**src/rtl/cpu_types_pkg.sv**
```systemverilog
// cpu_types_pkg: shared pipeline types for the multicore datapath.
//   word_t        - 32-bit datapath word
//   regbits_t     - register-select field
//   exmem_state_t - EX/MEM stage occupancy
package cpu_types_pkg;
    typedef logic [31:0] word_t;
    typedef logic [4:0]  regbits_t;
    typedef enum logic [1:0] {EMPTY, READY, MEMWAIT, HALTED} exmem_state_t;
endpackage

```
**src/rtl/exmem_stage_link_reg.sv**
```systemverilog
// link_reg: LL/SC link register with coherence snoop and SC success check.
//   CLK, nRST            - clock, async active-low reset (link invalid)
//   set, set_addr        - LL completing: link to set_addr
//   clr                  - SC completing: consume the link
//   ccinv, ccsnoopaddr   - coherence invalidate of a matching link
//   chk_addr, sc_ok      - SC being captured at chk_addr would succeed
module link_reg #(
    parameter int WORD_W = 32
) (
    input  logic              CLK,
    input  logic              nRST,
    input  logic              set,
    input  logic [WORD_W-1:0] set_addr,
    input  logic              clr,
    input  logic              ccinv,
    input  logic [WORD_W-1:0] ccsnoopaddr,
    input  logic [WORD_W-1:0] chk_addr,
    output logic              sc_ok
);
    logic [WORD_W-1:0] addr_q, addr_d;
    logic              vld_q, vld_d;

    // The SC check sees the link as it stands after this edge: a completing
    // LL/SC is applied first and a snoop invalidate is applied last, so an
    // invalidate always beats an SC captured in the same cycle.
    always_comb begin
        addr_d = set ? set_addr : addr_q;
        vld_d  = (set || (vld_q && !clr)) && !(ccinv && ccsnoopaddr == addr_d);
        sc_ok  = vld_d && addr_d == chk_addr;
    end

    always_ff @(posedge CLK or negedge nRST) begin
        if (!nRST) begin
            addr_q <= '0;
            vld_q  <= 1'b0;
        end else begin
            addr_q <= addr_d;
            vld_q  <= vld_d;
        end
    end
endmodule

```
**src/rtl/exmem_stage.sv**
```systemverilog
// exmem_stage: EX/MEM pipeline register owning the dcache request/response handshake.
//   CLK, nRST                 - clock, async active-low reset
//   valid_i, flush            - execute holds an instruction / capture a bubble instead
//   aluout_i .. npc_i         - executed instruction fields and controls
//   dhit, dmemload            - dcache completion and read data
//   ccinv, ccsnoopaddr        - coherence invalidate (LL/SC only)
//   dmemREN/WEN/addr/store    - dcache request, held while MEMWAIT
//   stall_o                   - hold upstream stages
//   valid_o .. halt_o         - completed instruction toward MEM/WB
// Build option: define LLSC_EN for load-linked/store-conditional with a link register.
module exmem_stage
    import cpu_types_pkg::*;
#(
    parameter int WORD_W = 32,
    parameter int REG_W  = 5
) (
    input  logic              CLK,
    input  logic              nRST,
    input  logic              valid_i,
    input  logic              flush,
    input  logic [WORD_W-1:0] aluout_i,
    input  logic [WORD_W-1:0] rdat2_i,
    input  logic [REG_W-1:0]  wsel_i,
    input  logic              RegW_i,
    input  logic              DRen_i,
    input  logic              DWen_i,
    input  logic              ll_i,
    input  logic              sc_i,
    input  logic              halt_i,
    input  logic [WORD_W-1:0] npc_i,
    input  logic              dhit,
    input  logic [WORD_W-1:0] dmemload,
    input  logic              ccinv,
    input  logic [WORD_W-1:0] ccsnoopaddr,
    output logic              dmemREN,
    output logic              dmemWEN,
    output logic [WORD_W-1:0] dmemaddr,
    output logic [WORD_W-1:0] dmemstore,
    output logic              stall_o,
    output logic              valid_o,
    output logic [WORD_W-1:0] aluout_o,
    output logic [WORD_W-1:0] dload_o,
    output logic [REG_W-1:0]  wsel_o,
    output logic              RegW_o,
    output logic [WORD_W-1:0] npc_o,
    output logic              halt_o
);
    typedef struct packed {
        logic [WORD_W-1:0] aluout;
        logic [WORD_W-1:0] rdat2;
        logic [WORD_W-1:0] npc;
        logic [REG_W-1:0]  wsel;
        logic              RegW;
        logic              DRen;
        logic              DWen;
        logic              ll;
        logic              sc;
    } fields_t;

    exmem_state_t state_q, state_d;
    fields_t      f_q, f_d;
    logic         mem, done, take, sc_ok;

    assign mem  = state_q == MEMWAIT;
    assign done = mem && dhit;
    assign take = valid_i && !flush;

`ifdef LLSC_EN
    link_reg #(.WORD_W(WORD_W)) u_link (
        .CLK        (CLK),
        .nRST       (nRST),
        .set        (done && f_q.ll && f_q.DRen),
        .set_addr   (f_q.aluout),
        .clr        (done && f_q.sc),
        .ccinv      (ccinv),
        .ccsnoopaddr(ccsnoopaddr),
        .chk_addr   (aluout_i),
        .sc_ok      (sc_ok)
    );
`else
    logic unused_llsc;
    assign sc_ok       = 1'b1;
    assign unused_llsc = &{1'b0, f_q.ll, ccinv, ccsnoopaddr};
`endif

    always_comb begin
        state_d = state_q;
        f_d     = f_q;
        if (!stall_o) begin
            f_d     = take ? {aluout_i, rdat2_i, npc_i, wsel_i, RegW_i, DRen_i, DWen_i, ll_i, sc_i} : '0;
            state_d = !take ? EMPTY : halt_i ? HALTED : (sc_i && !sc_ok) ? READY :
                      (DRen_i || DWen_i) ? MEMWAIT : READY;
            // A failed SC never touches memory; it completes as a register write of 0.
            if (take && !halt_i && sc_i && !sc_ok) begin
                f_d.aluout = '0;
                f_d.RegW   = 1'b1;
                f_d.DRen   = 1'b0;
                f_d.DWen   = 1'b0;
                f_d.sc     = 1'b0;
            end
        end
    end

    always_ff @(posedge CLK or negedge nRST) begin
        if (!nRST) begin
            state_q <= EMPTY;
            f_q     <= '0;
        end else begin
            state_q <= state_d;
            f_q     <= f_d;
        end
    end

    assign stall_o   = (mem && !dhit) || state_q == HALTED;
    assign dmemWEN   = mem && f_q.DWen;
    assign dmemREN   = mem && f_q.DRen && !f_q.DWen;
    assign dmemaddr  = mem ? f_q.aluout : '0;
    assign dmemstore = mem ? f_q.rdat2 : '0;
    assign valid_o   = state_q == READY || done;
    assign aluout_o  = f_q.sc ? WORD_W'(1) : f_q.aluout;
    assign dload_o   = (done && f_q.DRen) ? dmemload : '0;
    assign wsel_o    = f_q.wsel;
    assign RegW_o    = f_q.RegW && valid_o;
    assign npc_o     = f_q.npc;
    assign halt_o    = state_q == HALTED;
endmodule

```
**config.mk**
```make
export PLATFORM = sky130hd
export DESIGN_NAME = exmem_stage
export DESIGN_NICKNAME = d
export VERILOG_FILES = /design/src/rtl/cpu_types_pkg.sv /design/src/rtl/exmem_stage_link_reg.sv /design/src/rtl/exmem_stage.sv
export SDC_FILE = /design/constraint.sdc
export NUM_CORES = 1
export LEC_CHECK = 0
export CAP_MARGIN = 5
export CORE_AREA = 2 2 136 138
export CTS_CLUSTER_DIAMETER = 100
export DETAILED_ROUTE_END_ITERATION = 10
export DIE_AREA = 0 0 138 140
export GPL_TIMING_DRIVEN = 1
export PLACE_DENSITY = 0.68
export SYNTH_ARGS = -nofsm -noshare
export SYNTH_HDL_FRONTEND = slang
export SYNTH_SLANG_ARGS = --single-unit
export TNS_END_PERCENT = 1
```
**constraint.sdc**
```tcl
create_clock -name CLK -period 4.4 [get_ports CLK]
set_input_delay 1.32 -clock CLK [delete_from_list [all_inputs] [get_ports CLK]]
set_output_delay 1.32 -clock CLK [all_outputs]
set_load 0.01 [all_outputs]
```
---- Word-level counts from Yosys, hierarchy flattened ----
Cells that the tools add are included.
operators by class
  eq/ne operators ......................... 3
  mux-type cells .......................... 8
  reduce and logical (&&, ||, !) cells .... 14
operators with widths
  operator            count
  $mux 32             4
  $mux 106            1
  $logic_and 1x1->1   8
  $mux 2              3
  $eq 2x2->1 const B  2
  $logic_not 1->1     3
  $logic_or 1x1->1    3
  $eq 2x1->1 const B  1
storage, ports and cells
  input port bits ......................... 177
  output and inout port bits .............. 171
  logic and storage cells ................. 34
  register bits ........................... 107

---- Depth between registers and ports, before layout ----
  word-level depth ........................ 4
  mapped depth ............................ 6
  depth with buffers taken out ............ 3

---- Worst setup path after synthesis ----
No wires, ideal clock.
  kind .................................... input to output
  start point ............................. input dhit
  end point ............................... output dload_o[10]
  path buffers ............................ 1
  required time ........................... 3.080 ns
  stages .................................. 3
  arrival time ............................ 1.893 ns
  setup slack ............................. 1.187 ns
  cells stage by stage .................... and3_1 -> clkbuf_1 -> and2_1
on the way
  cells in the longest elaborated chain, start to end .. 3
RTL lines
  item               line                source
  from (decl)        exmem_stage.sv:31   input logic dhit,
  $logic_and 1x1->1  exmem_stage.sv:65   assign done = mem && dhit;
  $logic_and 1x1->1  exmem_stage.sv:121  assign dload_o = (done && f_q.DRen) ? dmemload : '0;
  $mux 32            exmem_stage.sv:121
  to (decl)          exmem_stage.sv:42   output logic [WORD_W-1:0] dload_o,
No other way between the ends.

---- Worst setup path after layout ----
  start point ............................. input dhit
  end point ............................... output dload_o[17]
Same word-level chain as after synthesis.

==> flow_summary.json <==
{
  "yosys_warnings": 0,
  "timing.max_cap.violations": 0,
  "netlist_instances": 430,
  "grt_antenna_before_repair": 0,
  "design.core.area_um2": 17800,
  "dpl_worst_slack_ns": 0.110,
  "gr-usage-met2_pct": 28.9,
  "finalSetupViolations": 0,
  "io_pins": 348,
  "rsz0062_at_grt": "no",
  "number_of_non_filler_instances_in_the_completed_layout": 922,
  "crit-reg2reg-launch": "state_q[0]",
  "netlist_area_um2": 4980,
  "mappedNetlistNets": 607,
  "routabilityCongestion": 0.914,
  "crit_path_start": "dhit",
  "crit_path_top_delay_cell": "sky130_fd_sc_hd__clkdlybuf4s50_1",
  "critical_path.startpoint_type": "primary input",
  "drt_pass1_iterations": 4,
  "placed_area_um2": 8030,
  "final_cell_area_um2": 8360,
  "timing.clock.skew_ns": 0.0107,
  "post_synth.cell_area_avg_um2": 11.6,
  "timing.max_slew.rel_slack_pct": 24.0,
  "starting_density_of_the_core_pct": 28.0,
  "final_min_period_over_clock_period_pct": 97.4,
  "max-clock-path-buffers": 2,
  "global_route.usage.total_pct": 15.8,
  "detail_route.wirelength_um": 15700,
  "timing.setup.critical_path_class": "in2out",
  "cts_max_level": 3,
  "postCtsSetupRepairBufs": 0,
  "place.detailed.hpwl_um": 11500,
  "die_h_um": 140,
  "worst_pin_slew_ns": 1.14,
  "synth_cell_types": 20,
  "run_status": "finished, final reports clean",
  "total_die_area_um2": 19300,
  "root_cell_of_the_clock_tree": "sky130_fd_sc_hd__clkbuf_16",
  "power_leakage_nw": 3.63,
  "post-route-drc-count": 0,
  "postCtsResizedCells": 0,
  "place.detailed.instances": 906,
  "drt_first_iter_violations": 109,
  "slew_viol_final": 0,
  "post_drt_wl_per_cell_um": 17.1,
  "insertedDiodeCount": 0,
  "num-nets-final": 865,
  "powerDensity_nw_per_um2": 302,
  "grt_first_pass_wirelength_um": 24300,
  "num_rows": 49,
  "clock_latency_ns": 0.35,
  "share_of_layout_cells_above_drive_strength_1_pct": 4.18,
  "worstPathArrival_ns": 2.97,
  "gr-max-usage-layer": "met2",
  "critical_path.max_stage_delay_ns": 0.58,
  "fin_ws_ns": 0.113,
  "reg2reg_slack_ns": 2.44,
  "setup-tns-final_ns": 0,
  "first_global_vias": 4379,
  "timing.fmax_mhz": 233,
  "synth.yosys.seq_area_share_pct": 53.8,
  "flow.area_growth_from_synthesis_pct": 67.8,
  "postSynthRegisterBits": 107,
  "timing.critical_path.fanout_max": 32,
  "multi_input_area_um2": 1850,
  "timing_hold_violations_final": 0,
  "via_count": 4236,
  "list_of_cells_traversed_by_the_critical_path": "clkdlybuf4s50_1 -> and3_1 -> buf_12 -> and2_1 -> clkdlybuf4s50_1",
  "grt_start_max_net_pins": 107,
  "gr-usage-met3_pct": 4.03,
  "finalWorstPathRequiredPeriod_ns": 4.29,
  "vias_per_cell": 4.59,
  "cts_tree": "yes",
  "globalRoute.totalOverflow": 0,
  "groute.layer.met1.usage_pct": 17.4,
  "fp.dieW_um": 138,
  "endpoint_kind": "output port",
  "critPathMostFrequentCell": "sky130_fd_sc_hd__clkdlybuf4s50_1",
  "worstPathRequired_ns": 3.08,
  "clkSlewWorstSetupHoldPaths_ns": 0.08,
  "crit_end": "dload_o[17]",
  "ff2ff_path_depth": 4,
  "route.antenna.remaining_nets": 0,
  "portbufs": 313,
  "reg2reg_to": "npc_o[25]",
  "post_cts_hold_buffer_count": 0,
  "final-seq-area_um2": 2680,
  "cts.sinks": 107,
  "ir_worst_vdd_uv": 182,
  "final.fill_count": 1601,
  "cts-buffers-inserted": 9,
  "type_of_the_most_critical_hold_path": "reg2reg"
}
sequential cells by signal, summed over array words and instances (netlist names):
| register | count |
|---|---|
| f_q | 68 |
| npc_o | 32 |
| wsel_o | 5 |
| state_q | 2 |
worst max-delay path, delay by kind of cell:
kind,cells,cell delay (ns)
simple gates,2,0.37
buf+inv,3,1.27
power breakdown:
group | internal, mW | switching, mW | total, mW
clock network | 0.493 | 0.371 | 0.864
registers | 1.05 | 0.0511 | 1.10
logic | 0.326 | 0.228 | 0.554
worst min path at each step:
stage | from | end | slack, ns | cells after the start
6_report | f_q[52] | f_q[52] | 0.50 | 1
5_1_grt | f_q[45] | f_q[45] | 0.51 | 1
4_1_cts | f_q[42] | f_q[42] | 0.50 | 1
3_5_place_dp | f_q[57] | f_q[57] | 0.48 | 1
3_3_place_gp | f_q[45] | f_q[45] | 0.48 | 1
2_1_floorplan | f_q[42] | f_q[42] | 0.46 | 1
cell families after synthesis:
family	after synthesis	share of synthesized area (%)
AO/OA/AOI/OAI	109	19.1
buffers and inverters	73	9.32
flip-flops	107	53.8
multiplexers	1	0.201
AND/OR/NAND/NOR	140	17.6
cells in the final DEF (no fill, tap or decap), types with 3 or more instances in the layout:
cell                              synthesis  layout
sky130_fd_sc_hd__and2_1                 100      99
sky130_fd_sc_hd__clkdlybuf4s50_1          0     312
sky130_fd_sc_hd__buf_12                   0       3
sky130_fd_sc_hd__clkbuf_8                 0       3
sky130_fd_sc_hd__nor2b_1                 31      31
sky130_fd_sc_hd__a22o_1                 105     105
sky130_fd_sc_hd__clkbuf_16                0       9
sky130_fd_sc_hd__buf_4                   38       5
sky130_fd_sc_hd__dfrtp_1                107     107
synthesized netlist by cell type, drive strengths merged:
cell type | n | area, um^2
a21o | 1 | 7.51
a21oi | 1 | 8.76
a22o | 105 | 920
and2 | 100 | 626
and2b | 1 | 7.51
and3 | 1 | 6.26
buf | 56 | 400
clkbuf | 17 | 63.8
dfrtp | 107 | 2680
mux2i | 1 | 10.0
nand2 | 2 | 7.51
nand2b | 2 | 20.0
nor2 | 1 | 3.75
nor2b | 31 | 194
nor3 | 1 | 5.00
o21bai | 2 | 15.0
or2 | 1 | 6.26
final cells by class:
cell class                 count  area share (%)
timing repair buffer         320            38.5
sequential                   107            32.0
multi-input combinational    250            22.1
tap                          229            3.43
clock buffer                  12            3.19
clock inverter                 4           0.674
routing by layer:
metal	share of wire [%]	routed length, um	vias up
li1	-	-	1967
met3	6.9	1090	23
met2	52	8130	204
met4	2.7	421	0
met1	39	6100	2042
met5	0	0	-
through the flow:
step	power, mW	hold WS, ns	utilization [%]
final	2.52	0.498	47.0
after global routing	2.64	0.511	47.0
after CTS	2.56	0.502	47.0
after detailed placement	1.68	0.483	45.2
after global placement	1.67	0.480	45.2
after floorplan	1.36	0.464	-
Power figures use the tool's default switching activity.
